--- config.mk ---
export PLATFORM = sky130hd
export DESIGN_NAME = mem_dbus_flat
export DESIGN_NICKNAME = d
export VERILOG_FILES = /design/src/rtl/mem_dbus_pkg.sv /design/src/rtl/mem_dbus_if.sv /design/src/rtl/mem_lane_align.sv /design/src/rtl/mem_dbus.sv /design/src/flat_wrapper.sv
export SDC_FILE = /design/constraint.sdc
export NUM_CORES = 1
export LEC_CHECK = 0
export CAP_MARGIN = 20
export CORE_MARGIN = 5
export CORE_UTILIZATION = 45
export CTS_BUF_LIST = sky130_fd_sc_hd__clkbuf_4 sky130_fd_sc_hd__clkbuf_8
export DETAILED_ROUTE_END_ITERATION = 8
export PLACE_DENSITY = 0.85
export SYNTH_ARGS = -nofsm -noshare
export SYNTH_HDL_FRONTEND = slang
export SYNTH_SLANG_ARGS = --single-unit
--- constraint.sdc ---
create_clock -name clk -period 3.23 [get_ports clk]
set_input_delay 0.4845 -clock clk [delete_from_list [all_inputs] [get_ports clk]]
set_output_delay 0.4845 -clock clk [all_outputs]
set_load 0.02 [all_outputs]
--- src/rtl/mem_dbus_pkg.sv ---
// mem_dbus shared definitions
// aluop codes, bus widths, stall levels and FSM encodings
package mem_dbus_pkg;

  localparam int RegBus     = 32;
  localparam int RegAddrBus = 5;

  localparam logic Stop   = 1'b1;
  localparam logic NoStop = 1'b0;

  localparam logic [7:0] EXE_LB_OP  = 8'b1110_0000;
  localparam logic [7:0] EXE_LH_OP  = 8'b1110_0001;
  localparam logic [7:0] EXE_LW_OP  = 8'b1110_0011;
  localparam logic [7:0] EXE_LBU_OP = 8'b1110_0100;
  localparam logic [7:0] EXE_LHU_OP = 8'b1110_0101;
  localparam logic [7:0] EXE_SB_OP  = 8'b1110_1000;
  localparam logic [7:0] EXE_SH_OP  = 8'b1110_1001;
  localparam logic [7:0] EXE_SW_OP  = 8'b1110_1011;

  typedef enum logic [1:0] {
    IDLE = 2'b00,
    WAIT = 2'b01,
    DONE = 2'b10
  } state_e;

  typedef enum logic [1:0] {
    SZ_B = 2'b00,
    SZ_H = 2'b01,
    SZ_W = 2'b10
  } size_e;

endpackage

--- src/rtl/mem_dbus_if.sv ---
// Data bus: registered request, acknowledge with read data
// master = memory stage, slave = memory system
interface mem_dbus_if;
  import mem_dbus_pkg::*;

  logic              req;
  logic              we;
  logic [RegBus-1:0] addr;
  logic [3:0]        sel;
  logic [RegBus-1:0] wdata;
  logic              ack;
  logic [RegBus-1:0] rdata;

  modport master (
    output req, we, addr, sel, wdata,
    input  ack, rdata
  );

  modport slave (
    input  req, we, addr, sel, wdata,
    output ack, rdata
  );

endinterface

--- src/rtl/mem_lane_align.sv ---
// Big-endian lane steering for the memory stage:
// op decode, byte select, store replication, load extract/extend
module mem_lane_align
  import mem_dbus_pkg::*;
(
  input  logic [7:0]        aluop,
  input  logic [1:0]        addr_lo,
  input  logic [RegBus-1:0] reg2,
  input  logic [RegBus-1:0] rdata,
  output logic              is_mem,
  output logic              is_load,
  output logic              misaligned,
  output logic [3:0]        sel,
  output logic [RegBus-1:0] wdata,
  output logic [RegBus-1:0] ldata
);

  size_e       size;
  logic        sext;
  logic        is_store;
  logic        mis_raw;
  logic [7:0]  b;
  logic [15:0] h;

  always_comb begin
    is_load  = 1'b0;
    is_store = 1'b0;
    sext     = 1'b0;
    size     = SZ_W;
    unique case (aluop)
      EXE_LB_OP: begin
        is_load = 1'b1;
        sext    = 1'b1;
        size    = SZ_B;
      end
      EXE_LBU_OP: begin
        is_load = 1'b1;
        size    = SZ_B;
      end
      EXE_LH_OP: begin
        is_load = 1'b1;
        sext    = 1'b1;
        size    = SZ_H;
      end
      EXE_LHU_OP: begin
        is_load = 1'b1;
        size    = SZ_H;
      end
      EXE_LW_OP: is_load = 1'b1;
      EXE_SB_OP: begin
        is_store = 1'b1;
        size     = SZ_B;
      end
      EXE_SH_OP: begin
        is_store = 1'b1;
        size     = SZ_H;
      end
      EXE_SW_OP: is_store = 1'b1;
      default: ;
    endcase
  end

  // lane 0 (addr 00) is the most significant byte
  assign b = rdata[{~addr_lo, 3'b000} +: 8];
  assign h = rdata[{~addr_lo[1], 4'b0000} +: 16];

  always_comb begin
    mis_raw = 1'b0;
    sel     = 4'b1111;
    wdata   = reg2;
    ldata   = rdata;
    unique case (1'b1)
      (size == SZ_B): begin
        sel   = 4'b1000 >> addr_lo;
        wdata = {4{reg2[7:0]}};
        ldata = {{24{sext & b[7]}}, b};
      end
      (size == SZ_H): begin
        mis_raw = addr_lo[0];
        sel     = addr_lo[1] ? 4'b0011 : 4'b1100;
        wdata   = {2{reg2[15:0]}};
        ldata   = {{16{sext & h[15]}}, h};
      end
      default: mis_raw = |addr_lo;
    endcase
  end

  assign is_mem     = is_load | is_store;
  assign misaligned = is_mem & mis_raw;

endmodule

--- src/rtl/mem_dbus.sv ---
// Memory-access stage: passes ALU ops through, runs one
// bus transaction per load/store and holds the result for MEM/WB
module mem_dbus
  import mem_dbus_pkg::*;
#(
  parameter int TIMEOUT_CYCLES = 16,
  parameter int TIMEOUT_W      = 5
) (
  input  logic                  clk,
  input  logic                  rst,
  input  logic [RegAddrBus-1:0] mem_wd,
  input  logic                  mem_wreg,
  input  logic [RegBus-1:0]     mem_wdata,
  input  logic [7:0]            mem_aluop,
  input  logic [RegBus-1:0]     mem_mem_addr,
  input  logic [RegBus-1:0]     mem_reg2,
  input  logic                  stall_wb,
  output logic [RegAddrBus-1:0] wb_wd,
  output logic                  wb_wreg,
  output logic [RegBus-1:0]     wb_wdata,
  output logic                  stallreq,
  output logic                  excp_ade,
  output logic                  bus_err,
  mem_dbus_if.master            dbus
);

  localparam logic [TIMEOUT_W-1:0] LastCnt =
    TIMEOUT_W'(TIMEOUT_CYCLES - 1);

  state_e                state;
  logic [TIMEOUT_W-1:0]  cnt;
  logic [RegBus-1:0]     result;
  logic                  timed_out;
  logic                  is_mem;
  logic                  is_load;
  logic                  mis;
  logic                  issue;
  logic [3:0]            sel;
  logic [RegBus-1:0]     wdata;
  logic [RegBus-1:0]     ldata;

  mem_lane_align u_align (
    .aluop      (mem_aluop),
    .addr_lo    (mem_mem_addr[1:0]),
    .reg2       (mem_reg2),
    .rdata      (dbus.rdata),
    .is_mem     (is_mem),
    .is_load    (is_load),
    .misaligned (mis),
    .sel        (sel),
    .wdata      (wdata),
    .ldata      (ldata)
  );

  assign issue = is_mem & ~mis;

  always_ff @(posedge clk or negedge rst) begin
    if (!rst) begin
      state      <= IDLE;
      cnt        <= '0;
      result     <= '0;
      timed_out  <= 1'b0;
      bus_err    <= 1'b0;
      dbus.req   <= 1'b0;
      dbus.we    <= 1'b0;
      dbus.addr  <= '0;
      dbus.sel   <= '0;
      dbus.wdata <= '0;
    end else begin
      bus_err <= 1'b0;
      unique case (state)
        IDLE: if (issue) begin
          state      <= WAIT;
          cnt        <= '0;
          timed_out  <= 1'b0;
          dbus.req   <= 1'b1;
          dbus.we    <= ~is_load;
          dbus.addr  <= {mem_mem_addr[RegBus-1:2], 2'b00};
          dbus.sel   <= sel;
          dbus.wdata <= is_load ? '0 : wdata;
        end
        WAIT: begin
          cnt <= cnt + TIMEOUT_W'(1);
          if (dbus.ack) begin
            state    <= DONE;
            result   <= is_load ? ldata : '0;
            dbus.req <= 1'b0;
            dbus.we  <= 1'b0;
          end else if (cnt == LastCnt) begin
            state     <= DONE;
            result    <= '0;
            timed_out <= 1'b1;
            bus_err   <= 1'b1;
            dbus.req  <= 1'b0;
            dbus.we   <= 1'b0;
          end
        end
        DONE: if (stall_wb == NoStop) state <= IDLE;
        default: state <= IDLE;
      endcase
    end
  end

  always_comb begin
    wb_wd    = '0;
    wb_wreg  = 1'b0;
    wb_wdata = '0;
    stallreq = 1'b0;
    excp_ade = mis;
    if (rst) begin
      wb_wd = mem_wd;
      unique case (state)
        IDLE: begin
          if (!is_mem) begin
            wb_wreg  = mem_wreg;
            wb_wdata = mem_wdata;
          end
          stallreq = issue;
        end
        WAIT: stallreq = 1'b1;
        DONE: begin
          wb_wreg  = mem_wreg & is_load & ~timed_out;
          wb_wdata = result;
        end
        default: ;
      endcase
    end
  end

endmodule

--- src/flat_wrapper.sv ---
// flat-port wrapper written by rule: the top's interface ports become plain ports
module mem_dbus_flat import mem_dbus_pkg::*;
#(
  parameter int TIMEOUT_CYCLES = 16,
  parameter int TIMEOUT_W      = 5
)
  (clk, rst, mem_wd, mem_wreg, mem_wdata, mem_aluop, mem_mem_addr, mem_reg2, stall_wb, wb_wd, wb_wreg, wb_wdata, stallreq, excp_ade, bus_err, dbus_req, dbus_we, dbus_addr, dbus_sel, dbus_wdata, dbus_ack, dbus_rdata);
  mem_dbus_if dbus_i ();
  input  logic clk;
  input  logic rst;
  input  logic [RegAddrBus-1:0] mem_wd;
  input  logic mem_wreg;
  input  logic [RegBus-1:0] mem_wdata;
  input  logic [7:0] mem_aluop;
  input  logic [RegBus-1:0] mem_mem_addr;
  input  logic [RegBus-1:0] mem_reg2;
  input  logic stall_wb;
  output logic [RegAddrBus-1:0] wb_wd;
  output logic wb_wreg;
  output logic [RegBus-1:0] wb_wdata;
  output logic stallreq;
  output logic excp_ade;
  output logic bus_err;
  output wire logic [$bits(dbus_i.req)-1:0] dbus_req;
  output wire logic [$bits(dbus_i.we)-1:0] dbus_we;
  output wire logic [$bits(dbus_i.addr)-1:0] dbus_addr;
  output wire logic [$bits(dbus_i.sel)-1:0] dbus_sel;
  output wire logic [$bits(dbus_i.wdata)-1:0] dbus_wdata;
  input wire logic [$bits(dbus_i.ack)-1:0] dbus_ack;
  input wire logic [$bits(dbus_i.rdata)-1:0] dbus_rdata;
  assign dbus_req = dbus_i.req;
  assign dbus_we = dbus_i.we;
  assign dbus_addr = dbus_i.addr;
  assign dbus_sel = dbus_i.sel;
  assign dbus_wdata = dbus_i.wdata;
  assign dbus_i.ack = dbus_ack;
  assign dbus_i.rdata = dbus_rdata;
  mem_dbus #(.TIMEOUT_CYCLES(TIMEOUT_CYCLES), .TIMEOUT_W(TIMEOUT_W)) u_core (.clk(clk), .rst(rst), .mem_wd(mem_wd), .mem_wreg(mem_wreg), .mem_wdata(mem_wdata), .mem_aluop(mem_aluop), .mem_mem_addr(mem_mem_addr), .mem_reg2(mem_reg2), .stall_wb(stall_wb), .wb_wd(wb_wd), .wb_wreg(wb_wreg), .wb_wdata(wb_wdata), .stallreq(stallreq), .excp_ade(excp_ade), .bus_err(bus_err), .dbus(dbus_i));
endmodule
==> results.cfg <==
[logic_synthesis]
synth_most_common_cell = dfrtp_1
synth_edf_count = 0
avgSynthCellArea_um2 = 9.688
seq_area_frac_synth_pct = 45.78
yosysTopAreaCell = dfrtp_1
synthesis.area_um2 = 5958
syn_inst = 615
yosysWarnings = 0
synthTopCellsByCount = dfrtp_1, o21ai_0, a22oi_1
ys_top_cells_by_area = dfrtp_1, mux2_2, a22oi_1
synthFlopType = dfrtp_1
synth_top_area_share_pct = 45.78
ys_types = 55
ys_ff_latch = 109
synth_async_sr_flop_share_pct = 100.0

[critical_path]
critPathKind = in2out
startpoint_type = input port
endpoint_kind = primary output
worstPathMaxFanout = 11
worstPathArrival_ns = 2.64
cp.required_ns = 2.75

[placement]
gp_congestion = 0.9002
place_ws_ns = 0.07844
portBuffers = 254
dpl.hpwl_um = 15480

[layout]
layout-drive-gt1-share_pct = 13.56
nNetsFinal = 1006
fill_cells = 1022
area_delta_synth_final_pct = 49.58
n_antenna_cell = 0
finish.utilization_pct = 67.84

[sta]
drv_slew = 0
setup-tns-final_ns = 0
setup_ws_ns = 0.1040
finalCriticalPeriod_ns = 3.126
setup_violations = 0
finalHoldViolations = 0
finClkSkew_ns = 0.01198
fmax_mhz = 319.9
maxSlewHeadroom_pct = 35.82
tightest_slew_ns = 0.9627
rsz0062_at_grt = no
hold_ws_ns = 0.1793
period_share_pct = 96.78

[global_routing]
antenna_found_initial = 0
grt_pass1_vias = 6072
grt_pass1_wl_um = 32150
grt_overflow = 0
track_usage_pct = 25.15
grt_max_degree = 78

[clocking]
clk_latency_ns = 0.38
path_clk_slew_ns = 0.11
clk_path_buf_depth = 2
cts-root-buf = clkbuf_8
cts_tree = built
clock_sinks = 109
htree_num_levels = 3
postCtsHoldBufs = 0
cts_buffers = 9

[power]
leakage_uw = 0.003838
ir_drop_v = 0.0002448
powerDensity_nw_per_um2 = 435.9

[route]
firstDrtPassIters = 6
antenna_left = 0
vias = 6113
drtIter0Drc = 551
wl_per_cell_um = 19.66
wirelength_um = 20430
post-route-drc-count = 0
routed_via_density = 5.884

[floorplan]
core_um2 = 13140
ios = 257
num_rows = 42
dieHeight_um = 125.1
die_w_um = 125.1
die-area_um2 = 15640
initial_utilization_pct = 45.35

[outcome]
status = finished, final reports clean

[min_path]
min_path_type = in2async

[run]
drv_cap = 0
==> metal layers <==
layer	track usage, %	vias up	part of all wire (%)
met5	0	-	0
met4	11.48	0	4.2
met2	42.27	330	50
met3	4.350	67	7.0
met1	31.80	2963	39
li1	-	2753	-
==> state kept, by name, summed over array words and instances (netlist names) <==
name / count
u_core.dbus.wdata: 32
u_core.result: 32
u_core.dbus.addr: 30
u_core.cnt: 5
u_core.dbus.sel: 4
u_core.state: 2
u_core.bus_err: 1
u_core.dbus.req: 1
u_core.dbus.we: 1
u_core.timed_out: 1
==> path summary, 6_finish.rpt <==
path                       slack (ns)                    to       startpoint  cells past startpoint
min in group clk                 0.48       u_core.dbus.req  u_core.dbus.req                      2
hold reg to reg                  0.48       u_core.dbus.req  u_core.dbus.req                      2
hold / removal                   0.18  u_core.dbus.addr[13]              rst                      2
setup reg to reg                 0.99      u_core.result[1]    u_core.cnt[0]                      7
max in group asynchronous        1.70       u_core.dbus.req              rst                      3
setup / recovery                 0.10           wb_wdata[9]     mem_aluop[1]                      7
==> kinds of logic (layout without fill, tap and decap cells) <==
family	after synthesis	count (layout)	share of synthesized area, %
simple gates	166	166	13.42
compound gates	229	229	26.12
mux	48	48	9.219
fa+ha+maj	2	2	0.4199
buf+inv	60	307	4.977
flops	109	109	45.78
other cells	1	2	0.06294
==> critical path, stage by stage <==
cell,delay [ns]
clkdlybuf4s50_1,0.54
nand2b_1,0.16
a311oi_4,0.36
buf_4,0.25
a22oi_1,0.11
nor2_1,0.12
clkdlybuf4s50_1,0.61
==> area by class of cell <==
type                       count  area (um^2)  share of cell area (%)
timing repair buffer         284         2800                   31.42
multi-input combinational    447         2962                   33.23
inverter                       7        26.28                  0.2948
clock inverter                 6        45.04                  0.5054
tap                          176        220.2                   2.471
sequential                   109         2728                   30.61
clock buffer                  10        131.4                   1.474
==> layout by cell type (no fill, tap or decap), types with 10 or more instances in the layout <==
cell             instances
a21oi_1                 20
a22oi_1                 62
and2_1                  12
buf_4                   30
clkdlybuf4s50_1        244
dfrtp_1                109
mux2_2                  45
nand2_1                 52
nor2_1                  52
nor2b_1                 20
o21ai_0                 75
o21ai_2                 12
o31ai_1                 10
==> stage by stage <==
step                area, um^2  power [uW]  instances
floorplan                 5962        2340        616
global placement          8712        3078       1023
detailed placement        8712        3132       1023
CTS                       8889        3909       1039
global route              8912        4071       1039
finish                    8912        3885       1039
==> repair_timing <==
item,in CTS,in global routing
endpoints found under the setup margin,0,10
endpoints found under the hold margin,0,0
gates resized for setup,0,10
setup buffers,0,0
==> where the power goes <==
part / leakage, uW / switching (uW) / internal, uW / total [uW]
Combinational: 0.00229 / 684 / 728 / 1410
Sequential: 0.00146 / 118 / 1570 / 1690
Clock: 0.0000948 / 488 / 297 / 785
Total: 0.00384 / 1290 / 2600 / 3880
No activity file was read; power rests on OpenSTA's default activity.
